[config.mk]
export PLATFORM = sky130hd
export DESIGN_NAME = nfc_op_seq
export DESIGN_NICKNAME = d
export VERILOG_FILES = /design/src/rtl/nfc_op_seq_pkg.sv /design/src/rtl/nfc_op_seq_rb_wait.sv /design/src/rtl/nfc_op_seq.sv
export SDC_FILE = /design/constraint.sdc
export NUM_CORES = 1
export LEC_CHECK = 0
export ABC_CLOCK_PERIOD_IN_PS = 6000
export CAP_MARGIN = 20
export CORE_MARGIN = 5
export CORE_UTILIZATION = 46
export CTS_BUF_LIST = sky130_fd_sc_hd__clkbuf_4
export DETAILED_ROUTE_END_ITERATION = 7
export PLACE_DENSITY = 0.94
export REMOVE_ABC_BUFFERS = 1
export SLEW_MARGIN = 10
export SYNTH_ARGS = -nofsm -noshare
export SYNTH_HDL_FRONTEND = slang
export SYNTH_SLANG_ARGS = --single-unit
[constraint.sdc]
create_clock -name clk -period 6 [get_ports clk]
set_clock_uncertainty 0.15 [all_clocks]
set_input_delay 1.2 -clock clk [delete_from_list [all_inputs] [get_ports clk]]
set_output_delay 1.2 -clock clk [all_outputs]
set_load 0.005 [all_outputs]
[src/rtl/nfc_op_seq_pkg.sv]
// Shared definitions for the NAND operation sequencer: op codes, NAND command bytes, FSM states.
package nfc_op_seq_pkg;

    typedef enum logic [1:0] {
        OP_READ  = 2'b00,
        OP_PROG  = 2'b01,
        OP_ERASE = 2'b10,
        OP_RESET = 2'b11
    } op_t;

    localparam logic [7:0] CMD_READ1  = 8'h00;
    localparam logic [7:0] CMD_READ2  = 8'h30;
    localparam logic [7:0] CMD_PROG1  = 8'h80;
    localparam logic [7:0] CMD_PROG2  = 8'h10;
    localparam logic [7:0] CMD_ERASE1 = 8'h60;
    localparam logic [7:0] CMD_ERASE2 = 8'hD0;
    localparam logic [7:0] CMD_STATUS = 8'h70;
    localparam logic [7:0] CMD_RESET  = 8'hFF;

    typedef enum logic [3:0] {
        ST_IDLE,
        ST_CMD1,
        ST_ADDR,
        ST_DATA,
        ST_CMD2,
        ST_WB,
        ST_RBW,
        ST_SCMD,
        ST_SRD,
        ST_DONE
    } state_t;

    // Opening command byte of each operation
    function automatic logic [7:0] first_cmd(input op_t op);
        case (op)
            OP_READ:  first_cmd = CMD_READ1;
            OP_PROG:  first_cmd = CMD_PROG1;
            OP_ERASE: first_cmd = CMD_ERASE1;
            default:  first_cmd = CMD_RESET;
        endcase
    endfunction

    // Confirm command byte that starts the array operation (RESET has none)
    function automatic logic [7:0] confirm_cmd(input op_t op);
        case (op)
            OP_READ:  confirm_cmd = CMD_READ2;
            OP_PROG:  confirm_cmd = CMD_PROG2;
            default:  confirm_cmd = CMD_ERASE2;
        endcase
    endfunction

endpackage

[src/rtl/nfc_op_seq_rb_wait.sv]
// R/B# handling for the sequencer: 2-FF synchronizer, tWB delay counter and busy timeout counter.
module nfc_rb_wait #(
    parameter int TWB_CYC = 8,
    parameter int TO_W    = 20
) (
    input  logic clk,
    input  logic rst,
    input  logic i_nf_rb,
    input  logic i_wb,
    input  logic i_rbw,
    output logic o_wb_done,
    output logic o_rb_ready,
    output logic o_rb_timeout
);

    localparam int WB_W = (TWB_CYC > 1) ? $clog2(TWB_CYC) : 1;

    logic            r_rb_meta;
    logic            r_rb_sync;
    logic [WB_W-1:0] r_wb_cnt;
    logic [TO_W-1:0] r_to_cnt;

    // Bring the asynchronous R/B# pin into the clock domain
    always_ff @(posedge clk) begin
        if (rst) begin
            r_rb_meta <= 1'b0;
            r_rb_sync <= 1'b0;
        end else begin
            r_rb_meta <= i_nf_rb;
            r_rb_sync <= r_rb_meta;
        end
    end

    // tWB counter: runs only while the sequencer sits in WB, cleared otherwise
    always_ff @(posedge clk) begin
        if (rst || !i_wb) begin
            r_wb_cnt <= '0;
        end else if (!o_wb_done) begin
            r_wb_cnt <= r_wb_cnt + 1'b1;
        end
    end

    // Busy timeout counter: runs while waiting on R/B#, saturates at all-ones
    always_ff @(posedge clk) begin
        if (rst || !i_rbw) begin
            r_to_cnt <= '0;
        end else if (r_to_cnt != '1) begin
            r_to_cnt <= r_to_cnt + 1'b1;
        end
    end

    assign o_wb_done    = i_wb && (r_wb_cnt == WB_W'(TWB_CYC - 1));
    assign o_rb_ready   = i_rbw && r_rb_sync;
    assign o_rb_timeout = i_rbw && (r_to_cnt == '1);

endmodule

[src/rtl/nfc_op_seq.sv]
// NAND operation sequencer: expands one op request into nfc_if CMD/ADDR/DATA steps, waits on R/B#
// and reads status back after program and erase.
module nfc_op_seq
    import nfc_op_seq_pkg::*;
#(
    parameter int SFR_WID = 8,
    parameter int TWB_CYC = 8,
    parameter int TO_W    = 20
) (
    input  logic               clk,
    input  logic               rst,
    input  logic               op_start,
    input  logic [1:0]         op_type,
    input  logic [31:0]        op_col_addr,
    input  logic [31:0]        op_row_addr,
    input  logic [5:0]         op_addr_cnt,
    input  logic [13:0]        op_dat_cnt,
    output logic               op_busy,
    output logic               op_done,
    output logic               op_err,
    output logic [7:0]         op_status,
    input  logic               nf_rb,
    output logic               nfc_cmd_en,
    output logic [SFR_WID-1:0] nfc_if_cmd,
    output logic               nfc_addr_en,
    output logic [31:0]        nfc_col_addr,
    output logic [31:0]        nfc_row_addr,
    output logic [5:0]         nfc_addr_cnt,
    output logic               nfc_dat_en,
    output logic               nfc_dat_dir,
    output logic [13:0]        nfc_dat_cnt,
    input  logic               nfif_cmd_done,
    input  logic               nfif_addr_done,
    input  logic               nfif_dat_done,
    input  logic               nfif_data_wr,
    input  logic [7:0]         nfif_data_out
);

    state_t      r_state;
    state_t      w_next;
    op_t         r_op;
    logic [31:0] r_col;
    logic [31:0] r_row;
    logic [5:0]  r_acnt;
    logic [13:0] r_dcnt;
    logic        r_issued;
    logic        r_hold;
    logic        r_err;
    logic [7:0]  r_status;

    logic        w_accept;
    logic        w_issue_state;
    logic        w_fire;
    logic        w_step_done;
    logic        w_wb_done;
    logic        w_rb_ready;
    logic        w_rb_timeout;

    nfc_rb_wait #(
        .TWB_CYC (TWB_CYC),
        .TO_W    (TO_W)
    ) u_rb_wait (
        .clk          (clk),
        .rst          (rst),
        .i_nf_rb      (nf_rb),
        .i_wb         (r_state == ST_WB),
        .i_rbw        (r_state == ST_RBW),
        .o_wb_done    (w_wb_done),
        .o_rb_ready   (w_rb_ready),
        .o_rb_timeout (w_rb_timeout)
    );

    assign w_accept      = (r_state == ST_IDLE) && op_start;
    assign w_issue_state = (r_state == ST_CMD1) || (r_state == ST_ADDR) || (r_state == ST_DATA) ||
                           (r_state == ST_CMD2) || (r_state == ST_SCMD) || (r_state == ST_SRD);
    // One enable per issuing state, held off for the cycle nfc_if spends in END after a done
    assign w_fire        = w_issue_state && !r_issued && !r_hold;

    // Select the done pulse this state waits for; anything else is ignored
    always_comb begin
        w_step_done = 1'b0;
        case (r_state)
            ST_CMD1, ST_CMD2, ST_SCMD: w_step_done = nfif_cmd_done;
            ST_ADDR:                   w_step_done = nfif_addr_done;
            ST_DATA, ST_SRD:           w_step_done = nfif_dat_done;
            default:                   w_step_done = 1'b0;
        endcase
        w_step_done = w_step_done && r_issued;
    end

    // State register
    always_ff @(posedge clk) begin
        if (rst) begin
            r_state <= ST_IDLE;
        end else begin
            r_state <= w_next;
        end
    end

    // Next-state logic: step ordering per operation type
    always_comb begin
        w_next = r_state;
        case (r_state)
            ST_IDLE: if (op_start)    w_next = ST_CMD1;
            ST_CMD1: if (w_step_done) w_next = (r_op == OP_RESET) ? ST_WB : ST_ADDR;
            ST_ADDR: if (w_step_done) w_next = (r_op == OP_PROG) ? ST_DATA : ST_CMD2;
            ST_DATA: if (w_step_done) w_next = (r_op == OP_PROG) ? ST_CMD2 : ST_DONE;
            ST_CMD2: if (w_step_done) w_next = ST_WB;
            ST_WB:   if (w_wb_done)   w_next = ST_RBW;
            ST_RBW: begin
                if (w_rb_ready) begin
                    case (r_op)
                        OP_READ:  w_next = ST_DATA;
                        OP_RESET: w_next = ST_DONE;
                        default:  w_next = ST_SCMD;
                    endcase
                end else if (w_rb_timeout) begin
                    w_next = ST_DONE;
                end
            end
            ST_SCMD: if (w_step_done) w_next = ST_SRD;
            ST_SRD:  if (w_step_done) w_next = ST_DONE;
            ST_DONE:                  w_next = ST_IDLE;
            default:                  w_next = ST_IDLE;
        endcase
    end

    // Output decode from state and step-issue flags
    always_comb begin
        nfc_cmd_en  = 1'b0;
        nfc_if_cmd  = '0;
        nfc_addr_en = 1'b0;
        nfc_dat_en  = 1'b0;
        nfc_dat_dir = 1'b0;
        nfc_dat_cnt = '0;
        op_done     = 1'b0;
        op_busy     = (r_state != ST_IDLE) && (r_state != ST_DONE);
        case (r_state)
            ST_CMD1: begin
                nfc_cmd_en = w_fire;
                nfc_if_cmd = SFR_WID'(first_cmd(r_op));
            end
            ST_ADDR: nfc_addr_en = w_fire;
            ST_DATA: begin
                nfc_dat_en  = w_fire;
                nfc_dat_dir = (r_op == OP_PROG);
                nfc_dat_cnt = r_dcnt;
            end
            ST_CMD2: begin
                nfc_cmd_en = w_fire;
                nfc_if_cmd = SFR_WID'(confirm_cmd(r_op));
            end
            ST_SCMD: begin
                nfc_cmd_en = w_fire;
                nfc_if_cmd = SFR_WID'(CMD_STATUS);
            end
            ST_SRD: begin
                nfc_dat_en  = w_fire;
                nfc_dat_cnt = 14'd1;
            end
            ST_DONE: op_done = 1'b1;
            default: ;
        endcase
    end

    // Step-issue bookkeeping: mark the enable as sent, insert the END gap after a done
    always_ff @(posedge clk) begin
        if (rst) begin
            r_issued <= 1'b0;
            r_hold   <= 1'b0;
        end else begin
            r_hold <= 1'b0;
            if (r_state != w_next) begin
                r_issued <= 1'b0;
                r_hold   <= w_step_done;
            end else if (w_fire) begin
                r_issued <= 1'b1;
            end
        end
    end

    // Request latch, status capture and sticky error
    always_ff @(posedge clk) begin
        if (rst) begin
            r_op     <= OP_READ;
            r_col    <= '0;
            r_row    <= '0;
            r_acnt   <= '0;
            r_dcnt   <= '0;
            r_err    <= 1'b0;
            r_status <= '0;
        end else if (w_accept) begin
            r_op   <= op_t'(op_type);
            r_col  <= op_col_addr;
            r_row  <= op_row_addr;
            r_acnt <= (op_t'(op_type) == OP_ERASE) ? {op_addr_cnt[5:3], 3'b000} : op_addr_cnt;
            r_dcnt <= op_dat_cnt;
            r_err  <= 1'b0;
        end else if ((r_state == ST_RBW) && w_rb_timeout && !w_rb_ready) begin
            r_err <= 1'b1;
        end else if ((r_state == ST_SRD) && r_issued && nfif_data_wr) begin
            r_status <= nfif_data_out;
            r_err    <= r_err | nfif_data_out[0];
        end
    end

    assign nfc_col_addr = r_col;
    assign nfc_row_addr = r_row;
    assign nfc_addr_cnt = r_acnt;
    assign op_err       = r_err;
    assign op_status    = r_status;

endmodule

Word level (Yosys, flattened, before mapping)
Cells that the tools add are included.
{"block": "totals", "register_bits": 126}
{"block": "op_classes", "n_addsub": 2, "n_eq_ne": 18, "n_mux": 28, "n_bitwise": 4, "n_reduce_logical": 34}
{"op": "8-bit one-hot mux with 3 select lines", "count": 2}
{"op": "4-bit two-way mux", "count": 11}
{"op": "4-bit one-hot mux with 9 select lines", "count": 1}
{"op": "14-bit one-hot mux with 2 select lines", "count": 1}
{"op": "20-bit by 1-bit adder with 20-bit output, second input constant", "count": 1}
{"op": "20-bit == test, second input constant", "count": 1}
{"op": "20-bit inequality test, second input constant", "count": 1}
{"op": "4-bit by 3-bit == test with 1-bit output, second input constant", "count": 4}
{"op": "8-bit one-hot mux with 2 select lines", "count": 1}
{"op": "1-bit logical AND", "count": 12}
{"op": "3-bit two-way mux", "count": 3}
{"op": "4-bit by 2-bit == test with 1-bit output, second input constant", "count": 2}
{"op": "4-bit == test, second input constant", "count": 2}
{"op": "4-bit one-hot mux with 2 select lines", "count": 1}
{"op": "2-bit OR reduction", "count": 4}
{"op": "1-bit logical OR", "count": 7}
{"op": "1-bit two-way mux", "count": 7}
{"op": "2-bit == test, second input constant", "count": 3}
{"op": "1-bit zero test", "count": 5}
{"op": "4-bit by 1-bit == test with 1-bit output, second input constant", "count": 1}
{"op": "4-bit zero test", "count": 1}
{"op": "4-bit inequality test", "count": 1}
{"op": "4-bit inequality test, second input constant", "count": 1}
{"op": "4-bit nonzero test", "count": 1}
{"op": "10 further kinds", "count": 12}

Logic depth before layout (Yosys ltp)
{"block": "depth", "word_depth": 9, "ltp_mapped": 9, "ltp_nobuf": 8}

By module
From an unflattened synthesis, not the netlist that was laid out.
{"block": "hier_totals", "hier_cells": 712, "hier_area_um2": 5665.4}
{"mod": "nfc_op_seq", "instances": 1, "cells_each": 561, "area_per_inst_um2": 4319.1, "seq_area_each_um2": 2021.9}
{"mod": "nfc_rb_wait", "instances": 1, "cells_each": 151, "area_per_inst_um2": 1346.3, "seq_area_each_um2": 500.5}

Least setup slack after synthesis
Ideal clock, no wire load.
{"block": "synth_timing", "path_kind": "register -> output", "start": "reg r_state[3]", "end": "out nfc_dat_en", "arrival_time_ns": 1.434, "required_ns": 4.650, "path_slack_ns": 3.216, "stages_incl_launch_ff": 5, "n_path_buf": 2, "cell_sequence": "dfxtp_1 -> buf_2 -> buf_2 -> or2_2 -> a2111oi_0"}
{"block": "synth_between", "elab_chain_cells": 9, "word_cells_on_any_way": 15}
{"element": "start, declared", "line": "nfc_op_seq.sv:39", "rtl": "state_t r_state;"}
{"element": "start signal, assigned", "line": "nfc_op_seq.sv:96", "rtl": "r_state <= w_next;"}
{"element": "4-bit by 1-bit == test with 1-bit output or 4-bit by 2-bit == test with 1-bit output (tied branches)", "line": "nfc_op_seq.sv:74", "rtl": "assign w_issue_state = (r_state == ST_CMD1) || (r_state == ST_ADDR) || (r_state == ST_DATA) ||"}
{"element": "1-bit logical OR (3 in a row)", "line": "nfc_op_seq.sv:74"}
{"element": "1-bit logical OR (2 in a row)", "line": "nfc_op_seq.sv:75", "rtl": "(r_state == ST_CMD2) || (r_state == ST_SCMD) || (r_state == ST_SRD);"}
{"element": "1-bit logical AND (2 in a row)", "line": "nfc_op_seq.sv:77", "rtl": "assign w_fire = w_issue_state && !r_issued && !r_hold;"}
{"element": "1-bit two-way mux (*)", "line": "nfc_op_seq.sv:138", "rtl": "case (r_state)"}
{"element": "end, declared", "line": "nfc_op_seq.sv:29", "rtl": "output logic nfc_dat_en,"}
Every way passes the cells marked *; elsewhere a longest branch is shown, timed or not.

Worst setup path in the final report
{"block": "layout_timing", "start": "reg r_state[0]", "end": "out nfc_dat_en"}
The elaborated chain is that of the path after synthesis.

==> results.py <==
metrics = {
    "floorplanning": {
        "dieHeight_um": 119,
        "die_w_um": 119,
        "start_util_pct": 47.4,
        "num_rows": 39,
        "die-area_mm2": 0.0142,
        "io_pins": 209,
        "core-area_mm2": 0.0116,
    },
    "placed_design": {
        "post_dp_cell_area_mm2": 0.00755,
        "gp_congestion": 0.909,
        "port_buffers": 208,
        "hpwl_um": 12300,
    },
    "global_route": {
        "grt_pass1_vias": 5373,
        "grt_start_max_net_pins": 97,
        "grt_pass1_wl_um": 26300,
        "overflow": 0,
        "grt.total_usage_pct": 23.1,
        "antenna_found_initial": 0,
    },
    "logic_synthesis": {
        "syn-mean-instance-area_um2": 7.93,
        "ys_warn_count": 0,
        "synth_seq_cells": 126,
        "synth.yosys.seq_area_share_pct": 46.0,
        "synth_flop_cell": "dfxtp_1",
        "synth_edf_count": 0,
        "netlist_area_mm2": 0.00548,
        "synthCells": 691,
        "synth_cell_types": 62,
        "async_flop_share_pct": 0,
    },
    "timing": {
        "setup_viol": 0,
        "slew_violations": 0,
        "maxSlewHeadroom_pct": 32.9,
        "fmax_ghz": 0.234,
        "rsz0062_at_grt": "false",
        "hold_viol_final": 0,
        "fin_crit_sh_pct": 71.4,
        "fin_crit_ps": 4280,
        "setup_tns_ps": 0,
        "tightest_slew_ps": 1000,
    },
    "setup_path": {
        "cp.required_ps": 4650,
        "crit_type": "register to output pin",
        "cp_max_fo": 23,
        "timing.rr.start": "r_state[0]",
        "reg2reg_depth": 5,
        "arrival_ps": 2930,
        "max_stage_delay_ps": 820,
        "cp_cell_sequence": "nand2_1 > or2_2 > a2111oi_0 > clkdlybuf4s50_1",
        "end_kind": "output pin",
        "reg2reg_slack_ps": 3040,
        "crit_family": "flip-flops",
        "r2r-end": "nfc_row_addr[30]",
        "worstSetupStartpointType": "register",
        "critPathBufInv": 1,
        "crit_path_top_delay_cell": "dfxtp_1",
    },
    "power_and_ir_drop": {
        "clockPowerShare_pct": 34.2,
        "p_seq_share_pct": 51.5,
        "combPwrFrac_pct": 14.3,
        "p_leak_nw": 2.87,
        "p_int_mw": 1.32,
        "swShare_pct": 24.2,
        "power_density_mw_per_mm2": 222,
        "ir_drop_v": 0.000226,
        "switchingPower_mw": 0.421,
    },
    "outcome": {
        "run_status": "complete, no violations",
    },
    "hold_path": {
        "hold_depth": 2,
        "whs_endpoint": "r_dcnt[3]",
        "hp-start": "r_dcnt[3]",
        "hold_path_class": "register to register",
    },
    "clocking": {
        "clkSinkCount": 126,
        "ctsHtreeMaxLevel": 4,
        "cts-resized-gates": 0,
        "cts.clk_slew.worst_paths_ps": 100,
        "post_cts_buffers": 0,
        "cts_root_buf": "clkbuf_4",
        "cts_tree": "done",
        "cts_buffers": 17,
        "cts.path.max_buffers": 2,
        "worstSkewPairLatency_ps": 500,
        "holdBufCountCts": 0,
    },
    "layout": {
        "fin_util_pct": 67.8,
        "drive_gt1_share_pct": 5.42,
        "antenna_cells": 0,
        "fin_nets": 985,
        "fill_cells": 889,
        "final_common_cell": "clkdlybuf4s50_1",
        "final_cell_mix": "clkdlybuf4s50_1, nand2_1, dfxtp_1",
        "final_area_mm2": 0.00784,
        "area_growth_pct": 43.0,
    },
    "detailed_routing": {
        "ant_nets": 0,
        "vias_per_cell": 5.29,
        "wirelength_um": 17000,
        "drc": 0,
        "drtPass1Iterations": 5,
        "avgRoutedWirePerCell_um": 16.5,
        "vias": 5442,
        "drt_first_iter_violations": 406,
    },
    "run": {
        "max_cap_violations": 0,
    },
}
power by group through the flow:
stage,registers (mW),clock network (mW),logic (mW)
detailed placement,0.917,0,0.249
global placement,0.913,0,0.244
finish,0.898,0.596,0.249
global route,0.902,0.647,0.272
CTS,0.897,0.610,0.251
floorplan,0.915,0,0.0795
worst reg2reg max path, cell delays in order (launching register included):
cell and delay (ps):
dfxtp_1 560, nor4_1 640, nand2_2 720, buf_4 530, nand2_1 120, a21oi_1 80
kinds of logic after synthesis:
kind of cell    synth area share (%)
compound gates                  15.4
mux                             2.22
simple gates                    26.4
fa+ha+maj                       2.06
flops                           46.0
xor+xnor                        3.20
buf+inv                         4.75
routing by layer:
metal	global-route usage (%)	up-vias	routed length [um]
met4	9.27	0	525
met3	11.4	39	1750
met2	40.5	196	8540
met5	0	-	0
met1	23.6	2527	6150
li1	-	2680	-
sequential cells by signal, summed over array words and instances, names as in the netlist:
register / flops
nfc_col_addr: 32
nfc_row_addr: 32
u_rb_wait.r_to_cnt: 20
r_dcnt: 14
op_status: 8
nfc_addr_cnt: 6
r_state: 4
u_rb_wait.r_wb_cnt: 3
r_op: 2
op_err: 1
r_hold: 1
r_issued: 1
u_rb_wait.r_rb_meta: 1
u_rb_wait.r_rb_sync: 1
cell usage after synthesis, drive strengths merged, types with 9 or more instances:
cell	count	area, um2
nor2	41	154
mux2i	11	110
nand3	15	75.1
nand2	197	739
nor3	9	55.1
buf	17	98.9
clkbuf	31	120
dfxtp	126	2520
xnor2	12	105
inv	11	41.3
a21oi	102	510
ha	9	113
and2	14	87.6
cell type report:
class | count | area (um2) | area share (%)
Clock buffer | 22 | 165 | 2.11
Clock inverter | 9 | 119 | 1.52
Inverter | 11 | 41.3 | 0.527
Multi-Input combinational cell | 506 | 2700 | 34.5
Sequential cell | 126 | 2520 | 32.2
Tap cell | 143 | 179 | 2.28
Timing Repair Buffer | 212 | 2110 | 26.9
stage by stage:
| step | instances | power (mW) | hold WS [ps] | setup slack [ps] |
|---|---|---|---|---|
| after global placement | 998 | 1.16 | 288 | 2280 |
| after detailed placement | 998 | 1.17 | 290 | 2320 |
| after floorplan | 643 | 0.995 | 264 | 2350 |
| final | 1029 | 1.74 | 304 | 1720 |
| after CTS | 1029 | 1.76 | 306 | 1730 |
| after global routing | 1029 | 1.82 | 318 | 1490 |
worst max-delay path by stage:
stage / startpoint / endpoint / slack (ps) / cells past startpoint
global route: r_state[0] / nfc_dat_en / 1490 / 4
CTS: r_state[0] / nfc_dat_en / 1730 / 4
floorplan: op_start / r_issued / 2350 / 5
detailed placement: r_state[0] / nfc_dat_en / 2320 / 4
global placement: r_state[0] / nfc_dat_en / 2280 / 4
finish: r_state[0] / nfc_dat_en / 1720 / 4
Power figures use the tool's default switching activity.
